## src/rtl/gba_link_tx.sv

```systemverilog
// Host-side link transmitter: sends one 16-bit sound word, then one framebuffer
// of pixel dibits fetched from a synchronous pixel RAM, on din/wclk/write_en.
module gba_link_tx #(
  parameter int CLK_DIV   = 4,
  parameter int NUM_WORDS = 19200
) (
  input  logic        clk,
  input  logic        resetn,
  input  logic        start,
  input  logic [15:0] sound_in,
  output logic [14:0] pix_addr,
  output logic        pix_rd,
  input  logic [1:0]  pix_data,
  output logic        wclk,
  output logic        write_en,
  output logic [1:0]  din,
  output logic        busy,
  output logic        done
);

  localparam int             HW        = $clog2(CLK_DIV);
  localparam logic [HW-1:0]  HALF_LAST = HW'(CLK_DIV - 1);
  localparam logic [14:0]    SND_LAST  = 15'd7;
  localparam logic [14:0]    PIX_LAST  = 15'(NUM_WORDS - 1);

  typedef enum logic [1:0] {IDLE, SND, PIX, DONE} state_t;

  state_t        state;
  logic [HW-1:0] half_cnt;
  logic [14:0]   bit_cnt;
  logic [15:0]   sound_sh;
  logic [1:0]    hold;
  logic          rd_d;
  logic [1:0]    next_pix;

  // With CLK_DIV=2 the RAM word arrives on the very edge that starts the next
  // slot, so it is forwarded straight from pix_data instead of the holding reg.
  assign next_pix = rd_d ? pix_data : hold;

  always_ff @(posedge clk) begin
    if (!resetn) begin
      state    <= IDLE;
      half_cnt <= '0;
      bit_cnt  <= '0;
      sound_sh <= '0;
      hold     <= '0;
      rd_d     <= 1'b0;
      pix_addr <= '0;
      pix_rd   <= 1'b0;
      wclk     <= 1'b0;
      write_en <= 1'b0;
      din      <= '0;
      busy     <= 1'b0;
      done     <= 1'b0;
    end else begin
      pix_rd <= 1'b0;
      rd_d   <= pix_rd;
      if (rd_d) hold <= pix_data;

      case (state)
        IDLE: begin
          if (start) begin
            state    <= SND;
            busy     <= 1'b1;
            din      <= sound_in[15:14];
            sound_sh <= {sound_in[13:0], 2'b00};
            bit_cnt  <= '0;
            half_cnt <= '0;
            wclk     <= 1'b0;
            write_en <= 1'b0;
          end
        end

        SND, PIX: begin
          if (half_cnt != HALF_LAST) begin
            half_cnt <= half_cnt + 1'b1;
          end else begin
            half_cnt <= '0;
            if (!wclk) begin
              // Rising half: prefetch the dibit needed by the next slot.
              wclk <= 1'b1;
              if (state == SND && bit_cnt == SND_LAST) begin
                pix_rd   <= 1'b1;
                pix_addr <= '0;
              end else if (state == PIX && bit_cnt != PIX_LAST) begin
                pix_rd   <= 1'b1;
                pix_addr <= bit_cnt + 15'd1;
              end
            end else begin
              wclk <= 1'b0;
              if (state == SND) begin
                if (bit_cnt == SND_LAST) begin
                  state    <= PIX;
                  bit_cnt  <= '0;
                  write_en <= 1'b1;
                  din      <= next_pix;
                end else begin
                  bit_cnt  <= bit_cnt + 15'd1;
                  din      <= sound_sh[15:14];
                  sound_sh <= {sound_sh[13:0], 2'b00};
                end
              end else if (bit_cnt == PIX_LAST) begin
                state    <= DONE;
                busy     <= 1'b0;
                done     <= 1'b1;
                write_en <= 1'b0;
                din      <= '0;
                pix_addr <= '0;
              end else begin
                bit_cnt <= bit_cnt + 15'd1;
                din     <= next_pix;
              end
            end
          end
        end

        DONE: begin
          state <= IDLE;
          done  <= 1'b0;
        end

        default: state <= IDLE;
      endcase
    end
  end

endmodule

```

## config.mk

```make
export PLATFORM = sky130hd
export DESIGN_NAME = gba_link_tx
export DESIGN_NICKNAME = d
export VERILOG_FILES = /design/src/rtl/gba_link_tx.sv
export SDC_FILE = /design/constraint.sdc
export NUM_CORES = 1
export LEC_CHECK = 0
export CAP_MARGIN = 20
export CORE_ASPECT_RATIO = 1.4
export CORE_UTILIZATION = 33
export CTS_CLUSTER_DIAMETER = 100
export DETAILED_ROUTE_END_ITERATION = 8
export MAX_ROUTING_LAYER = met4
export PLACE_DENSITY_LB_ADDON = 0.25
export SLEW_MARGIN = 5
export SYNTH_ARGS = -nofsm -noshare
export SYNTH_HDL_FRONTEND = slang
export SYNTH_SLANG_ARGS = --single-unit
```

## constraint.sdc

```tcl
create_clock -name clk -period 4.1 [get_ports clk]
set_input_delay 1.23 -clock clk [delete_from_list [all_inputs] [get_ports clk]]
set_output_delay 1.23 -clock clk [all_outputs]
set_load 0.02 [all_outputs]
```

==> results.md, run 1 <==
* GP Congestion at between 0.8 and 0.9
* # setup viols final at 0
* Post-route setup TNS at 0 ns
* Slew Viols, Final at 0
* Yosys reg bits at 58
* Sequential share of the synthesized area at 0.3808
* Ys async rst share at 0
* Overall routing resource usage at 0.1770
* DIE AREA at approximately 9600 µm²
* Antenna viol nets, final at 0
* Setup Skew at roughly 0.0063 ns
* Worst reg2reg setup slack at 1.33 ns
* VDD IR max at 286.0 µV
* TritonCTS buffer count at 9
* Post-CTS Setup Inserts at 0
* Last element of the critical path: bit_cnt[3]$_SDFFE_PN0P_
* DP Area at ~3500 µm²
* Cell count after synthesis at 344
* Most frequent cells in the layout: 58 x dfxtp_1, 42 x clkdlybuf4s50_1, 33 x nor2_1
* Met1 global-route usage at 0.1957
* Pwr dens at about 510 nW/µm²
* Inst Count DP at 469
* Post-DP HPWL at 5.308 mm
* Max incr delay on CP at ~0.43 ns
* Clock Path Buffers at 2
* Die H at ~120 µm
* Diodes inserted at 0
* Post-synthesis net count at ~370
* Period utilization at 0.6989
* Worst-skew pair later-pin latency at 0.33 ns
* Root buf cell: clkbuf_16
* Layout area overhead at 23.47%
* FMAX at 349.0 MHz
* RR Startpoint: state[1]$_SDFFE_PN0P_
* # DRC at 0
* Most common cell after layout, fill and taps aside: dfxtp_1
* Count of distinct cell types in the synthesized netlist at 56
* Initial antenna violation count at 0
* Die X at around 83 µm
* Met2 Use GR at 0.3082
* Initial DRC Count at 149
* Cell Rows at 41
* Core Region at 8977 µm²
* DR pass1 iterations at 4
* Final hold violation count at 0
* CTS sink count at 58
* Vias at 2,622
* Hold Crit Class: reg -> reg
* Critical path depth in cells at 8
* Fin Hold WS at 0.4637 ns
* RSZ-0062 raised after global routing: no
* # IOs at 43
* Critical path peak fanout at 9
* Grt ovf at 0
* Post-CTS Resized at 0
* Maximum number of pins on one net before global-route repair at 45
* Layout cells sized above 1 at 0.1034
* Total wire length after detailed routing at approximately 7.8 mm
* Cell area after layout at 3765 µm²
* Number of vias per cell at roughly 5.4
* Final core occ at 0.4194
* Slew HR at 0.5357
* Number of synthesized flops with an enable pin at 0
* Nets at 401
* Worst R2R End: pix_addr[5]$_SDFFE_PN0P_
* Lkg Pwr at 1.340 nW
* Post-route insts no fill at about 480
* Crit end category: flip-flop
* Run status: finished, final reports clean
* Synthesized cell area at about 3000 µm²
* Post-CTS Hold Buffers at 0
* Crit path launch type: input pin
* Crit path time final at 2.865 ns
* Crit path launch: start
* # fillers at between 800 and 900
* Top delay family on crit path: buffers and inverters
* Drt wl/cell at 16.18 µm
* First-pass GRT wire length at 13.06 mm
* WP buf/inv at 3
* Worst-Margin Slew at 0.6891 ns
* Vias in the first global route at 2,674
* Crit-path slowest cell: mux2i_1
* H-Tree Depth at 3
* FF-to-FF path depth at 7
* CTS tree: yes
* Initial core utilization at 0.3397
* Kind of critical path: in -> reg
* Crit-path cells: clkdlybuf4s50_1 > mux2i_1 > a21oi_1 > buf_4 > o21ai_0 > buf_4 > nand2_1 > a21oi_1
* CTS clock-pin slew for the worst setup and hold paths at 0.05 ns
* GR peak layer: met2
* Crit path DAT at 3.11 ns
* Primary FF master, synth: dfxtp_1
* Syn avg cell area at between 8 and 9 µm²
* Met3 Track Usage GR at 0.02422
* Synth warn at 0
* Max Cap Viol at 0
* Worst Path Required at 4.35 ns
* Port-buffer cells at 42
## report_power, final
part | switching [mW] | internal, mW
clock network | 0.248 | 0.434
registers | 0.0370 | 0.629
logic | 0.347 | 0.230
total | 0.632 | 1.29
## registers in the layout, indices dropped and copies added (netlist names), 2 cells and up
name      count
bit_cnt      15
half_cnt      2
din           2
state         2
pix_addr     15
hold          2
sound_sh     14
## layout make-up
class / count / area, µm² / area share
repair buffers: 49 / 473.0 / 0.1256
multi-input cells: 246 / 1692 / 0.4493
clock buffers: 12 / 256.5 / 0.06813
clock inverters: 3 / 15.01 / 0.003988
inverters: 9 / 33.78 / 0.008973
well taps: 107 / 133.9 / 0.03556
flip-flops and latches: 58 / 1161 / 0.3084
## synthesized netlist by cell type (all sizes together) (2+ instances only)
cell / number / share of area
o211ai: 4 / 0.0098
and2: 4 / 0.0082
clkbuf: 22 / 0.027
xor2: 6 / 0.017
a32oi: 2 / 0.0057
nand4: 9 / 0.018
nor3: 3 / 0.0049
or3: 8 / 0.016
nand3b: 2 / 0.0049
a21o: 2 / 0.0049
inv: 9 / 0.011
or4: 3 / 0.0086
o31ai: 3 / 0.0074
and3: 3 / 0.0062
a21oi: 18 / 0.030
o22ai: 3 / 0.0062
buf: 9 / 0.026
o211a: 2 / 0.0066
nand3: 15 / 0.025
ha: 7 / 0.029
dfxtp: 58 / 0.38
nand2b: 4 / 0.0082
mux2i: 22 / 0.072
xnor2: 7 / 0.020
and4: 3 / 0.0086
o221a: 2 / 0.0074
nor2: 33 / 0.041
nand2: 27 / 0.033
a211oi: 13 / 0.052
o22a: 7 / 0.020
o21ai: 13 / 0.023
o2bb2ai: 6 / 0.017
## worst reg2reg max path, delay by kind of cell (launching register included)
kind            cells  cell delay (ns)
simple gates        2             1.03
compound gates      2             0.55
fa+ha+maj           1             0.41
flops               1             0.36
buf+inv             1             0.12
mux                 1             0.24
## through the flow
step / setup WS [ns] / power (mW)
after floorplan: 1.514 / 1.126
after detailed placement: 0.9486 / 1.255
after CTS: 1.264 / 1.945
after global placement: 0.9935 / 1.241
after global routing: 1.145 / 2.029
final: 1.235 / 1.925
## how the worst min path moves through the flow
stage / start / endpoint / depth (start not counted)
3_3_place_gp: pix_rd$_SDFF_PP0_ / rd_d$_SDFF_PN0_ / 1
4_1_cts: pix_rd$_SDFF_PP0_ / rd_d$_SDFF_PN0_ / 1
2_1_floorplan: bit_cnt[1]$_SDFFE_PN0P_ / bit_cnt[1]$_SDFFE_PN0P_ / 2
3_5_place_dp: pix_addr[14]$_SDFFE_PN0P_ / pix_addr[14]$_SDFFE_PN0P_ / 1
5_1_grt: pix_addr[9]$_SDFFE_PN0P_ / pix_addr[9]$_SDFFE_PN0P_ / 2
6_report: pix_rd$_SDFF_PP0_ / rd_d$_SDFF_PN0_ / 1
## logic make-up after synthesis
logic type / Yosys count / share of synthesized area
adders and majority gates: 7 / 0.02872
buffers and inverters: 40 / 0.06442
xor gates and xnor gates: 13 / 0.03734
muxes: 22 / 0.07222
and+or+nand+nor: 121 / 0.2031
DFF: 58 / 0.3808
AOI/OAI and AO/OA: 83 / 0.2134
## routing by layer
metal  wire [µm]  up-vias
li1            -     1303
met1        3432     1251
met2        3940       53
met3         275       15
met4         183        0
met5           0        -
No activity file was read; power rests on OpenSTA's default activity.
==> run 2, diff against run 1 <==
==> constraint.sdc (replaced) <==
create_clock -name clk -period 2.75 [get_ports clk]
set_input_delay 0.825 -clock clk [delete_from_list [all_inputs] [get_ports clk]]
set_output_delay 0.825 -clock clk [all_outputs]
set_load 0.02 [all_outputs]
==> run 2 against run 1 <==
Against the previous run:
- critical path depth decreased by 3
- total power is 51% higher
- worst hold slack worse by 0.0038 ns
- clock skew grew 0.0022 ns
- clock power up 46%
- global-route usage grew 0.21 points
- critical endpoint is now pix_addr[5]$_SDFFE_PN0P_
- highest routed layer unchanged
==> results.md, run 2 (synthesis results as in run 1) <==
* Reg power frac at 0.340
* Post-route setup TNS at 0 ns
* Initial antenna violation count at 0
* Crit end category: flip-flop
* Area of the multi-input gates at 1692 µm²
* Layout area overhead at 27.12%
* Layout cells sized above 1 at 0.1327
* RSZ-0062 raised after global routing: no
* Initial core utilization at 0.3397
* Crit-path cells: or4b_1 > or4_1 > o21ai_2 > o21a_1 > mux2i_1
* Core Region at 8977 µm²
* Post-CTS Setup Inserts at 0
* GP Congestion at 0.8310
* Die X at between 80 and 90 µm
* Total Power at just under 3 mW
* Hold Crit Class: reg -> reg
* Register area at 1161 µm²
* Crit-path slowest cell: or4_1
* Worst Path Required at around 3 ns
* Root buf cell: clkbuf_16
* Final hold violation count at 0
* Final worst setup slack at 0.2971 ns
* Port-buffer cells at between 40 and 50
* Cell Rows at 41
* Slew Viols, Final at 0
* VDD IR max at between 300 and 400 µV
* Crit path time final at around 2.5 ns
* Max Cap Viol at 0
* Cell-internal power at 1.963 mW
* # setup viols final at 0
* Number of vias per cell at approximately 5.3
* Most common cell after layout, fill and taps aside: dfxtp_1
* CTS clock-pin slew for the worst setup and hold paths at 0.05 ns
* Post-CTS Resized at 0
* # fillers at 889
* Lkg Pwr at 1.410 nW
* Post-CTS Hold Buffers at 0
* Post-DP HPWL at 5.671 mm
* Nets at around 420
* Vias in the first global route at about 2,700
* TritonCTS buffer count at 9
* Biggest regs: bit_cnt (15), pix_addr (15), sound_sh (14)
* Slew HR at 0.3587
* Total wire length after detailed routing at 7.658 mm
* Pwr dens at ~750 nW/µm²
* Inst Count DP at 483
* Initial DRC Count at 96
* H-Tree Depth at 3
* DIE AREA at 9634 µm²
* First-pass GRT wire length at between 10 and 15 mm
* CTS sink count at 58
* Max incr delay on CP at 0.64 ns
* Switch Pwr at around 0.95 mW
* Final core occ at 0.4318
* Die H at approximately 120 µm
* Combinational fraction of design power at 0.317
* Worst-Margin Slew at a little under 1 ns
* Maximum number of pins on one net before global-route repair at 29
* Overall routing resource usage at 0.1791
* Setup Skew at 0.008484 ns
* Drt wl/cell at between 15 and 20 µm
* Crit path launch type: flip-flop
* Antenna viol nets, final at 0
* # IOs at between 40 and 50
* Worst-skew pair later-pin latency at 0.33 ns
* Diodes inserted at 0
* FMAX at 407.7 MHz
* Kind of critical path: reg -> reg
* Critical path peak fanout at 10
* Clk pwr share at 0.344
* Clock Path Buffers at 2
* Post-place setup slack at 0.1956 ns
* Post-route insts no fill at 499
* # DRC at 0
* CTS tree: yes
* DR pass1 iterations at 4
* Period utilization at 0.8920
* Crit path DAT at 2.70 ns
* Most frequent cells in the layout: 58 x dfxtp_1, 42 x clkdlybuf4s50_1, 33 x nor2_1
* Vias at 2,654
* Switching share of total power at 0.3267
* Run status: finished, final reports clean
* Grt ovf at 0
-- run 2: cell types whose count changed in the layout (fill, tap and decap cells not counted), sizes merged --
cell | previous run | this run
clkbuf | 12 | 13
buf | 7 | 21
-- run 2: worst paths after layout --
| path | from | endpoint | slack, ns | cells past startpoint |
|---|---|---|---|---|
| min | pix_addr[8]$_SDFFE_PN0P_ | pix_addr[8]$_SDFFE_PN0P_ | 0.46 | 2 |
| min reg2reg | pix_addr[8]$_SDFFE_PN0P_ | pix_addr[8]$_SDFFE_PN0P_ | 0.46 | 2 |
| max | bit_cnt[3]$_SDFFE_PN0P_ | pix_addr[5]$_SDFFE_PN0P_ | 0.30 | 5 |
| max reg2reg | bit_cnt[3]$_SDFFE_PN0P_ | pix_addr[5]$_SDFFE_PN0P_ | 0.30 | 5 |
-- run 2: routing by layer --
layer | GRT usage | share of wire | vias to the layer above
li1 | - | - | 1334
met1 | 0.1871 | 0.43 | 1251
met2 | 0.3158 | 0.51 | 58
met3 | 0.03846 | 0.038 | 11
met4 | 0.09770 | 0.024 | 0
met5 | - | 0 | -
-- run 2: area by class of cell --
type,count,share of cell area
Multi-Input combinational cell,246,0.4364
Sequential cell,58,0.2995
Timing Repair Buffer,63,0.1524
Clock buffer,13,0.06456
Tap cell,107,0.03454
Inverter,9,0.008715
Clock inverter,3,0.003873
-- run 2: through the flow --
| step | hold WS [ns] | cell area, µm² |
|---|---|---|
| after floorplan | 0.4440 | 3049 |
| after global routing | 0.4852 | 3876 |
| after CTS | 0.4654 | 3876 |
| after global placement | 0.4494 | 3611 |
| final | 0.4600 | 3876 |
| after detailed placement | 0.4508 | 3611 |
-- run 2: critical path, delay by kind of cell (launching register included) --
kind             cells  cell delay (ns)
flip-flops           1             0.35
AND/OR/NAND/NOR      2             1.23
multiplexers         1             0.24
AO/OA/AOI/OAI        2             0.55
-- run 2: power by group through the flow --
stage / Clock [mW] / Combinational [mW] / Sequential, mW
2_1_floorplan: 0 / 0.659 / 1.02
3_3_place_gp: 0 / 0.921 / 1.01
3_5_place_dp: 0 / 0.928 / 1.01
4_1_cts: 1.03 / 0.933 / 0.992
5_1_grt: 1.06 / 1.02 / 1.01
6_report: 1.00 / 0.923 / 0.991
